==> src/rtl/descrambler_arb_ctrl_pkg.sv <==
// Shared types and constants for the descrambler front-end arbiter/controller.
package bbp_ctrl_pkg;

  typedef enum logic [2:0] {
    IDLE        = 3'd0,
    STREAM      = 3'd1,
    FLUSH       = 3'd2,
    DRAIN_FLUSH = 3'd3,
    DRAIN       = 3'd4
  } dscr_ctrl_state_t;

  localparam int DSCR_FRAME_LEN     = 255;
  localparam int DSCR_DRAIN_TIMEOUT = 2048;

  function automatic logic [7:0] sat_inc8(input logic [7:0] v);
    return (v == 8'hFF) ? v : v + 8'd1;
  endfunction

endpackage

==> src/rtl/descrambler_arb_ctrl_if.sv <==
// Byte-wide valid/ready stream used for both demod lanes and the descrambler input.
interface descrambler_arb_ctrl_if;
  logic       tvalid;
  logic       tready;
  logic [7:0] tdata;
  logic       tlast;

  modport master (output tvalid, output tdata, output tlast, input tready);
  modport slave  (input tvalid, input tdata, input tlast, output tready);
endinterface

==> src/rtl/descrambler_arb_ctrl_rr_arb2.sv <==
// Two-requester round-robin arbiter; on a tie the lane that did not win last time is chosen.
module dscr_rr_arb2
  import bbp_ctrl_pkg::*;
(
  input  logic [1:0] req,
  input  logic       last_grant,
  output logic       grant_valid,
  output logic       grant
);

  assign grant_valid = |req;
  assign grant       = (req == 2'b11) ? ~last_grant : req[1];

endmodule

==> src/rtl/descrambler_arb_ctrl.sv <==
// Two-lane front end for the frame descrambler: round-robin grant, fixed-length framing,
// drain hand-off with lane tagging, and gap/length/timeout error counting.
//
// state       | meaning
// IDLE        | no lane granted, waiting for any request
// STREAM      | granted lane forwarded to descrambler, bytes counted
// FLUSH       | discarding rest of a broken frame, then IDLE
// DRAIN_FLUSH | discarding tail of a long frame while watching descrambler output
// DRAIN       | waiting for descrambler output tlast or timeout
module descrambler_arb_ctrl
  import bbp_ctrl_pkg::*;
#(
  parameter int FRAME_LEN     = DSCR_FRAME_LEN,
  parameter int DRAIN_TIMEOUT = DSCR_DRAIN_TIMEOUT,
  parameter int CNT_W         = 16
) (
  input  logic                   clk,
  input  logic                   reset,
  descrambler_arb_ctrl_if.slave  s0,
  descrambler_arb_ctrl_if.slave  s1,
  descrambler_arb_ctrl_if.master m,
  input  logic                   dscr_tvalid,
  input  logic                   dscr_tlast,
  output logic                   out_lane,
  output logic                   busy,
  output logic [CNT_W-1:0]       frame_cnt0,
  output logic [CNT_W-1:0]       frame_cnt1,
  output logic [7:0]             gap_err_cnt,
  output logic [7:0]             len_err_cnt,
  output logic [7:0]             tmo_err_cnt
);

  localparam int BCW = $clog2(FRAME_LEN);
  localparam int DCW = $clog2(DRAIN_TIMEOUT);
  localparam logic [BCW-1:0] LAST_IDX = BCW'(FRAME_LEN - 1);
  localparam logic [DCW-1:0] TMO_IDX  = DCW'(DRAIN_TIMEOUT - 1);

  dscr_ctrl_state_t state_q, state_d;
  logic             grant_q, last_grant_q, out_lane_q;
  logic [BCW-1:0]   byte_cnt_q;
  logic [DCW-1:0]   drain_cnt_q;

  logic       arb_valid, arb_grant;
  logic       sg_tvalid, sg_tlast, sg_tready;
  logic [7:0] sg_tdata;
  logic       m_tvalid_c, m_tlast_c;
  logic       take_grant, cnt_inc, drain_clr, drain_inc, latch_out;
  logic       inc_gap, inc_len, inc_tmo, inc_frame;
  logic       dscr_hit, drain_tmo, flush_end;

  dscr_rr_arb2 u_arb (
    .req         ({s1.tvalid, s0.tvalid}),
    .last_grant  (last_grant_q),
    .grant_valid (arb_valid),
    .grant       (arb_grant)
  );

  assign sg_tvalid = grant_q ? s1.tvalid : s0.tvalid;
  assign sg_tdata  = grant_q ? s1.tdata  : s0.tdata;
  assign sg_tlast  = grant_q ? s1.tlast  : s0.tlast;

  assign s0.tready = sg_tready & ~grant_q;
  assign s1.tready = sg_tready &  grant_q;
  assign m.tvalid  = m_tvalid_c;
  assign m.tlast   = m_tlast_c;
  assign m.tdata   = (state_q == STREAM) ? sg_tdata : 8'h00;

  assign dscr_hit  = dscr_tvalid & dscr_tlast;
  assign drain_tmo = (drain_cnt_q == TMO_IDX);
  assign flush_end = sg_tvalid & sg_tlast;
  assign busy      = (state_q != IDLE);
  assign out_lane  = out_lane_q;

  always_comb begin
    state_d    = state_q;
    sg_tready  = 1'b0;
    m_tvalid_c = 1'b0;
    m_tlast_c  = 1'b0;
    take_grant = 1'b0;
    cnt_inc    = 1'b0;
    drain_clr  = 1'b0;
    drain_inc  = 1'b0;
    latch_out  = 1'b0;
    inc_gap    = 1'b0;
    inc_len    = 1'b0;
    inc_tmo    = 1'b0;
    inc_frame  = 1'b0;
    case (state_q)
      IDLE: begin
        if (arb_valid) begin
          take_grant = 1'b1;
          state_d    = STREAM;
        end
      end
      STREAM: begin
        m_tvalid_c = sg_tvalid;
        m_tlast_c  = (byte_cnt_q == LAST_IDX);
        sg_tready  = m.tready;
        // a stalled descrambler input is a hold, never a gap
        if (m.tready) begin
          if (!sg_tvalid) begin
            if (byte_cnt_q != '0) begin
              inc_gap = 1'b1;
              state_d = FLUSH;
            end
          end else if (byte_cnt_q == LAST_IDX) begin
            latch_out = 1'b1;
            drain_clr = 1'b1;
            if (sg_tlast) begin
              state_d = DRAIN;
            end else begin
              inc_len = 1'b1;
              state_d = DRAIN_FLUSH;
            end
          end else if (sg_tlast) begin
            inc_len = 1'b1;
            state_d = IDLE;
          end else begin
            cnt_inc = 1'b1;
          end
        end
      end
      FLUSH: begin
        sg_tready = 1'b1;
        if (flush_end) state_d = IDLE;
      end
      DRAIN_FLUSH: begin
        sg_tready = 1'b1;
        drain_inc = 1'b1;
        if (dscr_hit)       inc_frame = 1'b1;
        else if (drain_tmo) inc_tmo   = 1'b1;
        // once the drain resolves, only the flush remains outstanding
        if (flush_end)                  state_d = (dscr_hit || drain_tmo) ? IDLE : DRAIN;
        else if (dscr_hit || drain_tmo) state_d = FLUSH;
      end
      DRAIN: begin
        drain_inc = 1'b1;
        if (dscr_hit) begin
          inc_frame = 1'b1;
          state_d   = IDLE;
        end else if (drain_tmo) begin
          inc_tmo = 1'b1;
          state_d = IDLE;
        end
      end
      default: state_d = IDLE;
    endcase
  end

  always_ff @(posedge clk) begin
    if (reset) begin
      state_q      <= IDLE;
      grant_q      <= 1'b0;
      last_grant_q <= 1'b1;
      out_lane_q   <= 1'b0;
      byte_cnt_q   <= '0;
      drain_cnt_q  <= '0;
      frame_cnt0   <= '0;
      frame_cnt1   <= '0;
      gap_err_cnt  <= '0;
      len_err_cnt  <= '0;
      tmo_err_cnt  <= '0;
    end else begin
      state_q <= state_d;
      if (take_grant) begin
        grant_q      <= arb_grant;
        last_grant_q <= arb_grant;
        byte_cnt_q   <= '0;
      end else if (cnt_inc) begin
        byte_cnt_q <= byte_cnt_q + 1'b1;
      end
      if (drain_clr)      drain_cnt_q <= '0;
      else if (drain_inc) drain_cnt_q <= drain_cnt_q + 1'b1;
      if (latch_out) out_lane_q <= grant_q;
      if (inc_frame) begin
        if (out_lane_q) frame_cnt1 <= frame_cnt1 + 1'b1;
        else            frame_cnt0 <= frame_cnt0 + 1'b1;
      end
      if (inc_gap) gap_err_cnt <= sat_inc8(gap_err_cnt);
      if (inc_len) len_err_cnt <= sat_inc8(len_err_cnt);
      if (inc_tmo) tmo_err_cnt <= sat_inc8(tmo_err_cnt);
    end
  end

endmodule

==> src/flat_wrapper.sv <==
// flat-port wrapper written by rule: the top's interface ports become plain ports
module descrambler_arb_ctrl_flat import bbp_ctrl_pkg::*;
#(
  parameter int FRAME_LEN     = DSCR_FRAME_LEN,
  parameter int DRAIN_TIMEOUT = DSCR_DRAIN_TIMEOUT,
  parameter int CNT_W         = 16
)
  (clk, reset, dscr_tvalid, dscr_tlast, out_lane, busy, frame_cnt0, frame_cnt1, gap_err_cnt, len_err_cnt, tmo_err_cnt, s0_tvalid, s0_tdata, s0_tlast, s0_tready, s1_tvalid, s1_tdata, s1_tlast, s1_tready, m_tvalid, m_tdata, m_tlast, m_tready);
  descrambler_arb_ctrl_if s0_i ();
  descrambler_arb_ctrl_if s1_i ();
  descrambler_arb_ctrl_if m_i ();
  input  logic clk;
  input  logic reset;
  input  logic dscr_tvalid;
  input  logic dscr_tlast;
  output logic out_lane;
  output logic busy;
  output logic [CNT_W-1:0] frame_cnt0;
  output logic [CNT_W-1:0] frame_cnt1;
  output logic [7:0] gap_err_cnt;
  output logic [7:0] len_err_cnt;
  output logic [7:0] tmo_err_cnt;
  input wire logic [$bits(s0_i.tvalid)-1:0] s0_tvalid;
  input wire logic [$bits(s0_i.tdata)-1:0] s0_tdata;
  input wire logic [$bits(s0_i.tlast)-1:0] s0_tlast;
  output wire logic [$bits(s0_i.tready)-1:0] s0_tready;
  input wire logic [$bits(s1_i.tvalid)-1:0] s1_tvalid;
  input wire logic [$bits(s1_i.tdata)-1:0] s1_tdata;
  input wire logic [$bits(s1_i.tlast)-1:0] s1_tlast;
  output wire logic [$bits(s1_i.tready)-1:0] s1_tready;
  output wire logic [$bits(m_i.tvalid)-1:0] m_tvalid;
  output wire logic [$bits(m_i.tdata)-1:0] m_tdata;
  output wire logic [$bits(m_i.tlast)-1:0] m_tlast;
  input wire logic [$bits(m_i.tready)-1:0] m_tready;
  assign s0_i.tvalid = s0_tvalid;
  assign s0_i.tdata = s0_tdata;
  assign s0_i.tlast = s0_tlast;
  assign s0_tready = s0_i.tready;
  assign s1_i.tvalid = s1_tvalid;
  assign s1_i.tdata = s1_tdata;
  assign s1_i.tlast = s1_tlast;
  assign s1_tready = s1_i.tready;
  assign m_tvalid = m_i.tvalid;
  assign m_tdata = m_i.tdata;
  assign m_tlast = m_i.tlast;
  assign m_i.tready = m_tready;
  descrambler_arb_ctrl #(.FRAME_LEN(FRAME_LEN), .DRAIN_TIMEOUT(DRAIN_TIMEOUT), .CNT_W(CNT_W)) u_core (.clk(clk), .reset(reset), .s0(s0_i), .s1(s1_i), .m(m_i), .dscr_tvalid(dscr_tvalid), .dscr_tlast(dscr_tlast), .out_lane(out_lane), .busy(busy), .frame_cnt0(frame_cnt0), .frame_cnt1(frame_cnt1), .gap_err_cnt(gap_err_cnt), .len_err_cnt(len_err_cnt), .tmo_err_cnt(tmo_err_cnt));
endmodule
==> config.mk <==
export PLATFORM = sky130hd
export DESIGN_NAME = descrambler_arb_ctrl_flat
export DESIGN_NICKNAME = d
export VERILOG_FILES = /design/src/rtl/descrambler_arb_ctrl_pkg.sv /design/src/rtl/descrambler_arb_ctrl_if.sv /design/src/rtl/descrambler_arb_ctrl_rr_arb2.sv /design/src/rtl/descrambler_arb_ctrl.sv /design/src/flat_wrapper.sv
export SDC_FILE = /design/constraint.sdc
export NUM_CORES = 1
export LEC_CHECK = 0
export BUFFER_PORTS_ARGS = -buffer_cell sky130_fd_sc_hd__buf_4
export CAP_MARGIN = 10
export CELL_PAD_IN_SITES_DETAIL_PLACEMENT = 1
export CELL_PAD_IN_SITES_GLOBAL_PLACEMENT = 2
export CORE_MARGIN = 2
export CORE_UTILIZATION = 28
export DETAILED_ROUTE_END_ITERATION = 8
export PLACE_DENSITY = 0.8
export SYNTH_ARGS = -nofsm -noshare
export SYNTH_HDL_FRONTEND = slang
export SYNTH_SLANG_ARGS = --single-unit
==> constraint.sdc <==
create_clock -name clk -period 2.14 [get_ports clk]
set_clock_uncertainty 0.05 [all_clocks]
set_input_delay 0.321 -clock clk [delete_from_list [all_inputs] [get_ports clk]]
set_output_delay 0.321 -clock clk [all_outputs]
set_load 0.005 [all_outputs]
# Yosys cells after proc, flatten, opt, wreduce, memory -nomap -nowiden
# Cells that the tools add are included.
[word_totals]
out_inout_bits = 70
in_bits = 25
register_bits = 81
word_cells = 108
[classes]
reduce_logical = 15
add_sub_neg = 7
n_bitwise = 10
n_mux = 48
n_eq_ne = 17
[op_table]
columns = ["operator", "n"]
rows = [
  ["3-bit two-way mux", 13],
  ["16-bit by 1-bit adder with 16-bit output, second input constant", 2],
  ["8-bit by 1-bit adder with 8-bit output, second input constant", 4],
  ["8-bit == test, second input constant", 4],
  ["1-bit two-way mux", 31],
  ["8-bit two-way mux", 2],
  ["3-bit case mux with 5 select lines", 1],
  ["11-bit by 1-bit adder with 11-bit output, second input constant", 1],
  ["11-bit == test, second input constant", 1],
  ["2-bit AND reduction", 5],
  ["2-bit OR reduction", 5],
  ["8-bit nonzero test", 1],
  ["7-bit AND reduction", 1],
  ["3-bit by 2-bit == test with 1-bit output, second input constant", 2],
  ["3-bit by 1-bit != test with 1-bit output, second input constant", 2],
  ["1-bit inverter", 6],
  ["1-bit AND", 4],
  ["2-bit by 1-bit != test with 1-bit output, second input constant", 2],
  ["4-bit != test, second input constant", 1],
  ["3-bit by 1-bit == test with 1-bit output, second input constant", 1],
  ["3-bit == test, second input constant", 1],
  ["3-bit zero test", 1],
  ["3-bit by 2-bit != test with 1-bit output, second input constant", 1],
  ["3-bit nonzero test", 1],
  ["other kinds (4)", 4],
]

# Longest topological paths before layout
# Gate-level depths: netlist (run 1).
[depth]
ltp_word = 7
mapped_depth = 10
mapped_depth_nobuf = 9

# Hierarchy
# A second synthesis (run 1) with hierarchy kept.
[hier_totals]
cells_unflattened = 485
hier_area_um2 = 4160.2
[modules_own_cells]
columns = ["mod", "instances", "cells_per_inst", "seq_area_each_um2", "area_each_um2"]
rows = [
  ["descrambler_arb_ctrl", 1, 483, 1621.6, 4146.5],
  ["dscr_rr_arb2", 1, 2, 0.0, 13.8],
]

# Worst setup path after synthesis (run 1)
# No wires, ideal clock.
[synth_path]
path_kind = "register -> register"
from = "register u_core.byte_cnt_q[0]"
to = "register u_core.len_err_cnt[7]"
synth_period_minus_slack_ps = 2202
path_buffers = 1
setup_ps = 128
setup_slack_ps = -62
arrival_ps = 2024
path_stages_with_launch = 11
cell_sequence = "dfxtp_1 > inv_1 > ha_1 > nand3_1 > or2_2 > clkbuf_1 > ha_1 > nand4_1 > nor4_1 > xnor2_1 > nor2_1"
[synth_via]
elab_chain_len = 6
[synth_lines]
columns = ["item", "line_no", "text"]
rows = [
  ["start: declaration", "descrambler_arb_ctrl.sv:40", "logic [BCW-1:0] byte_cnt_q;"],
  ["start signal: assignment", "descrambler_arb_ctrl.sv:170", "byte_cnt_q <= byte_cnt_q + 1'b1;"],
  ["8-bit == test", "descrambler_arb_ctrl.sv:106", "end else if (byte_cnt_q == LAST_IDX) begin"],
  ["1-bit two-way mux", "descrambler_arb_ctrl.sv:106", ""],
  ["1-bit two-way mux", "descrambler_arb_ctrl.sv:101", "if (!sg_tvalid) begin"],
  ["1-bit two-way mux", "descrambler_arb_ctrl.sv:100", "if (m.tready) begin"],
  ["1-bit two-way mux", "descrambler_arb_ctrl.sv:88", "case (state_q)"],
  ["2-bit AND reduction (no line)", "--", ""],
  ["end signal: assignment", "descrambler_arb_ctrl.sv:180", "if (inc_len) len_err_cnt <= sat_inc8(len_err_cnt);"],
  ["end: declaration", "descrambler_arb_ctrl.sv:29", "output logic [7:0] len_err_cnt,"],
]
# Every way passes these cells.
# A chain may end at the register's enable or synchronous reset.

# Worst setup path after layout (run 1)
[layout_path]
from = "register u_core.byte_cnt_q[0]"
to = "register u_core.state_q[0]"
[layout_via]
elab_chain_len = 5
elab_cells_between_ends = 9
[layout_lines]
columns = ["item", "line_no", "text"]
rows = [
  ["8-bit == test", "descrambler_arb_ctrl.sv:106", ""],
  ["3-bit two-way mux", "descrambler_arb_ctrl.sv:106", ""],
  ["3-bit two-way mux", "descrambler_arb_ctrl.sv:101", ""],
  ["3-bit two-way mux", "descrambler_arb_ctrl.sv:100", ""],
  ["3-bit case mux with 5 select lines", "descrambler_arb_ctrl.sv:88", ""],
  ["end signal: assignment", "descrambler_arb_ctrl.sv:164", "state_q <= state_d;"],
  ["end: declaration", "descrambler_arb_ctrl.sv:38", "dscr_ctrl_state_t state_q, state_d;"],
]
# Parallel ways exist; a longest one is shown, timed or not. The select of a mux whose other input is x is not followed.

==> results of run 1 <==
==> state kept, by name, summed over array words and instances, names as in the netlist, 3 cells and up <==
register / cells
u_core.byte_cnt_q: 8
u_core.drain_cnt_q: 11
u_core.frame_cnt0: 16
u_core.frame_cnt1: 16
u_core.gap_err_cnt: 8
u_core.len_err_cnt: 8
u_core.state_q: 3
u_core.tmo_err_cnt: 8
==> where the power goes <==
group	switching [W]	internal, W
registers	0.0000611	0.00156
logic	0.000467	0.000440
clock network	0.000606	0.000766
total	0.00113	0.00277
==> area by class of cell <==
| cell class | instances | area, um^2 |
|---|---|---|
| clock buffers | 10 | 229.0 |
| clock inverters | 4 | 22.52 |
| fillers | 1732 | 8861 |
| inverters | 15 | 56.30 |
| multi-input cells | 373 | 2470 |
| flip-flops and latches | 81 | 1632 |
| well taps | 184 | 230.2 |
| repair buffers | 123 | 923.4 |
==> worst paths after layout <==
kind,to,from,slack (ns)
min,u_core.out_lane,m_tready,0.25
max reg2reg,u_core.state_q[0],u_core.byte_cnt_q[0],0.07
min reg2reg,u_core.drain_cnt_q[1],u_core.drain_cnt_q[1],0.44
max,u_core.state_q[0],u_core.byte_cnt_q[0],0.07
==> logic make-up after synthesis <==
logic type,after synthesis
compound gates,57
simple gates,229
mux,15
xor+xnor,59
fa+ha+maj,12
flops,81
buf+inv,34
==> through the flow <==
stage / cells / setup TNS, ns / hold slack (ns)
global route: 790 / -0.07212 / 0.2638
floorplan: 487 / 0 / 0.3986
CTS: 786 / -0.001076 / 0.2391
detailed placement: 772 / 0 / 0.4397
finish: 790 / 0 / 0.2534
global placement: 772 / 0 / 0.4084
==> cells in the final DEF, fill, tap and decap left out, types with 5 or more instances in the layout <==
cell type,n
nand3_1,27
buf_4,123
and3_1,6
nor4_2,7
nand4_1,15
ha_1,9
o21ai_0,15
mux2i_1,13
or3_1,7
a21oi_1,21
and4_1,5
clkbuf_16,9
dfxtp_2,5
nor3_1,15
and2_1,6
xor2_1,23
nor3b_1,5
xnor2_1,36
inv_1,14
nor2_1,75
dfxtp_1,75
nand2_1,42
==> metal layers <==
| metal | GRT usage | wire, um |
|---|---|---|
| met1 | 0.1917 | 5662 |
| met2 | 0.2545 | 5708 |
| met3 | 0.03423 | 501 |
| met4 | 0.06732 | 226 |
| met5 | 0 | 0 |
==> worst max-delay path, stage by stage, from the launching register on <==
cell       delay, ns
dfxtp_2         0.33
inv_2           0.09
ha_4            0.13
nand3_2         0.08
or2_4           0.26
buf_4           0.15
inv_1           0.10
ha_2            0.20
nand2_1         0.07
a2111oi_2       0.35
mux2_2          0.20
==> timing repair <==
action                     in CTS  in global routing
cloned                          0                  1
pin swaps                       0                  3
setup endpoints to repair       1                 30
gates resized for setup         2                 17
setup buffers                   0                  3
==> run summary, run 1 <==
Status: finished clean
Vias per cell: 4.937
Seq/Total Area, Yosys: 0.3948
Cell taking the most area after synthesis: dfxtp_1
Post-detailed-routing wire length: 12100 um
Die Ht: 125.1 um
H-Tree Depth: 3
# setup viols final: 0
# clock sinks: 81
Peak VDD IR: 0.3073 mV
Via count: 3900
FFs w/ async S/R, synth: 0
Diode count: 0
Hold Crit Depth: 3
Least-Margin Pin Slew: 0.5380 ns
Core Area: 0.01442 mm^2
Crit path DAT: 2.30 ns
Row cnt: 44
Dpl cell area: 0.005204 mm^2
First-pass GRT wire length: 19750 um
Largest family of logic cells by synthesized area: simple AND/OR/NAND/NOR gates
CTS Buf Count: 9
Final Worst Setup Slack: 0.07477 ns
Worst R2R Path Depth: 10
Max Cap Viol: 0
Post-Syn Area: 0.004108 mm^2
Pleak: 2.126 nW
Tcrit/Tclk final: 0.9651
RSZ-0062 raised after global routing: true
Design Area, Final: 0.005563 mm^2
Synthesized instance count: 487
Post-Synth Simple-Gate Area: 0.2796
Post-synthesis mux area share: 0.03716
Placer Congestion: 0.7842
Largest net degree at the start of global routing: 33
Power consumption: 0.003903 W
Nets: 640
CTS tree: done
Post-synthesis compound-gate area fraction: 0.09229
Synthesized-area fraction occupied by adder cells: 0.03655
Gr ovfl total: 0
Most used DFF post-synth: dfxtp_1
Post-CTS Hold Fix Bufs: 0
Worst slack at placement: 0.02086 ns
Post-Syn Nets: 524
Critical Path Start Type: flop
DRT iter0 DRCs: 149
EDFF count, synth: 0
Clk buf depth: 2
Hpwl dp: 8714 um
Syn_area_per_cell: 8.435 um^2
Tightest Hold Check Type: in2reg
Clock root cell: clkbuf_16
Die ar.: 0.01566 mm^2
Share of post-route cells with drive strength above 1: 0.2822
Input/output buffers: 94
Count leader, synth: dfxtp_1
Drt first pass iters: 4
Vias in the first global route: 4096
Req. time, crit path: 2.38 ns
CTS clk-pin slew, worst paths: 0.06 ns
Post-DR wirelength/cell: 15.31 um
Pwr per Cell Area: 701.6 mW/mm^2
Io pins: 95
Synth Area in XOR/XNOR: 0.1258
Slew headroom: 0.6385
Yosys warning count: 0
Kind of critical path: reg2reg
Synth-to-Final Area Change: 35.43%
Global Route Usage Sum: 0.1535
Worst-path fanout max: 4
Share of the synthesized area in the top cell type: 0.3948
Synth cell count leaders: dfxtp_1, nor2_1, nand2_1
Synth cell types: 51
Final count of pins violating max slew: 0
Die W: 125.1 um
Setup crit end kind: flop
Flops & latches, synth: 81
Initial Util: 0.2848
Clock Latency Late Sink: 0.34 ns
Antenna violations before repair: 0
Ranking of synthesized cells by area: dfxtp_1, xnor2_1, nor2_1, xor2_1, nand2_1
F_max: 0.4842 GHz
Antenna-violating nets left: 0
DRC viols: 0
Hold Vio Cnt, Final: 0
Final Critical Period: 2.065 ns
Final core occ: 0.3857
No activity file was read; power rests on OpenSTA's default activity.
==> run 2, diff against run 1 <==
CORE_MARGIN = 5   (was 2)
CORE_UTILIZATION = 31   (was 28)
PLACE_DENSITY = 0.84   (was 0.8)
clock period = 2.36 ns   (was 2.14 ns; I/O delays follow)
==> run 2 against run 1 <==
Register-to-register slack better by 0.09 ns. Sequential power is 9% lower. Critical endpoint is now u_core.len_err_cnt[7]. Worst hold slack better by 0.038 ns. Fmax is 6.1% lower. Flip-flop and latch count stayed put. Total power is 7.2% lower. Critical path depth stayed put. Via count is 2.4% lower. Utilization is 2.5 points higher. Largest power group unchanged.
==> run summary, run 2 (synthesis results as in run 1) <==
Input/output buffers: 94
Synth-to-Final Area Change: 31.50%
Global Route Usage Sum: 0.1493
Worst R2R Path Depth: 10
Io pins: 95
Commonest non-fill, non-tap cell in the layout: buf_4
Tcrit/Tclk final: 0.9321
Status: finished clean
Commonest cells after routing, fill and taps aside: buf_4, dfxtp_1, nor2_1
R2r endpoint: u_core.len_err_cnt[7]
Core Area: 0.01314 mm^2
Worst-path fanout max: 8
Largest regs: u_core.frame_cnt0: 16 flops, u_core.frame_cnt1: 16 flops, u_core.drain_cnt_q: 11 flops
First-pass GRT wire length: 19570 um
Post-detailed-routing wire length: 11550 um
Critical path buffers and inverters: 2
Flop2flop setup slack: 0.16 ns
Filler-free cell count of the finished design: 771
CTS clk-pin slew, worst paths: 0.06 ns
Least-Margin Pin Slew: 0.4921 ns
Vias in the first global route: 3982
Pleak: 2.078 nW
Fillcell total: 1548
Crit-path cells: inv_1 > ha_1 > nand3_1 > or2_2 > ha_1 > nand4_1 > buf_4 > nor4_2 > xnor2_1 > nor2_1
Clock root cell: clkbuf_16
Max Cap Viol: 0
Final count of pins violating max slew: 0
Total Neg Setup Slack: 0 ns
Peak VDD IR: 0.3265 mV
Kind of critical path: reg2reg
Crit-path max cell delay: 0.32 ns
Slew headroom: 0.6719
Clock Latency Late Sink: 0.35 ns
Post-DR wirelength/cell: 14.98 um
CTS tree: done
Vias per cell: 4.938
Crit-path most repeated cell: ha_1
Crit-path slowest cell: dfxtp_1
Crit path DAT: 2.37 ns
Clk buf depth: 2
Worst setup path startpoint: u_core.byte_cnt_q[0]
Diode count: 0
Hold Vio Cnt, Final: 0
Share of post-route cells with drive strength above 1: 0.2387
Die W: 125.1 um
Hpwl dp: 8534 um
Pwr per Cell Area: 670.8 mW/mm^2
F_max: 0.4546 GHz
Area of the multi-input gates: 0.002372 mm^2
Via count: 3807
Setup crit end kind: flop
RSZ-0062 raised after global routing: false
H-Tree Depth: 3
Register area: 0.001622 mm^2
Drt first pass iters: 4
Die Ht: 125.1 um
Antenna violations before repair: 0
Req. time, crit path: 2.53 ns
Die ar.: 0.01565 mm^2
Placer Congestion: 0.8275
Row cnt: 42
Tightest Hold Check Type: in2reg
DRT iter0 DRCs: 163
Levels on crit path: 10
Top delay family on crit path: simple AND/OR/NAND/NOR gates
Placed insts: 754
Reg2Reg Launch Point: u_core.byte_cnt_q[0]
Power consumption: 0.003623 W
CTS Buf Count: 9
Largest net degree at the start of global routing: 42
Gr ovfl total: 0
DRC viols: 0
Final Critical Period: 2.200 ns
Initial Util: 0.3127
# setup viols final: 0
Nets: 627
Worst setup path end: u_core.len_err_cnt[7]
Post-CTS Hold Fix Bufs: 0
Critical Path Start Type: flop
Antenna-violating nets left: 0
# clock sinks: 81
## run 2: cell count changes in the layout (fill, tap and decap cells not counted), moves of 2 or more
| cell | previous run | this run |
|---|---|---|
| dfxtp_1 | 75 | 81 |
| nor4_2 | 7 | 4 |
| buf_4 | 123 | 111 |
| ha_1 | 9 | 12 |
| ha_4 | 2 | 0 |
| or2_2 | 0 | 2 |
| nor4_1 | 0 | 4 |
| or2_4 | 2 | 0 |
| dfxtp_2 | 5 | 0 |
## run 2: what timing repair did
action | CTS | global route
gates resized for setup | 2 | 2
endpoints found under the setup margin | 2 | 2
buffers inserted | 1 | 0
## run 2: worst min-delay path by stage
stage | from | end | slack, ns | depth (start not counted)
4_1_cts | m_tready | u_core.out_lane | 0.28 | 3
2_1_floorplan | u_core.drain_cnt_q[1] | u_core.drain_cnt_q[1] | 0.40 | 2
6_report | m_tready | u_core.out_lane | 0.29 | 3
3_5_place_dp | u_core.drain_cnt_q[10] | u_core.drain_cnt_q[10] | 0.44 | 2
3_3_place_gp | u_core.drain_cnt_q[1] | u_core.drain_cnt_q[1] | 0.41 | 2
5_1_grt | m_tready | u_core.out_lane | 0.30 | 3
## run 2: worst reg2reg max path, delay by kind of cell (launching register included)
| kind | cells | cell delay, ns |
|---|---|---|
| and+or+nand+nor | 5 | 0.80 |
| buffers and inverters | 2 | 0.30 |
| DFF | 1 | 0.32 |
| adders and majority gates | 2 | 0.44 |
| xor gates and xnor gates | 1 | 0.16 |
## run 2: where the power goes
group | internal (W) | total [W] | switching [W]
combinational | 0.000348 | 0.000737 | 0.000389
sequential | 0.00141 | 0.00147 | 0.0000611
clock | 0.000845 | 0.00141 | 0.000569
total | 0.00260 | 0.00362 | 0.00102
## run 2: per-stage QoR
| step | area (um^2) | worst slack, ns | hold slack (ns) | utilization |
|---|---|---|---|---|
| final | 5401 | 0.1602 | 0.2918 | 0.4111 |
| after global placement | 5071 | 0.04908 | 0.4088 | 0.3860 |
| after global routing | 5401 | 0.006026 | 0.3021 | 0.4111 |
| after CTS | 5389 | 0.1183 | 0.2786 | 0.4102 |
| after floorplan | 4108 | 0.1584 | 0.3986 | - |
| after detailed placement | 5071 | -0.1129 | 0.4359 | 0.3860 |
## run 2: per-layer routing
metal,up-vias,share of wire,GRT usage
met3,13,0.044,0.04478
li1,1900,-,-
met4,0,0.017,0.05357
met5,-,0,0
met1,1812,0.46,0.1826
met2,82,0.48,0.2493
## run 2: area by class of cell
cell class | count | share of cell area
Multi-Input combinational cell | 372 | 0.4392
Inverter | 15 | 0.01042
Tap cell | 176 | 0.04077
Clock inverter | 5 | 0.01019
Sequential cell | 81 | 0.3002
Clock buffer | 11 | 0.04494
Timing Repair Buffer | 111 | 0.1543
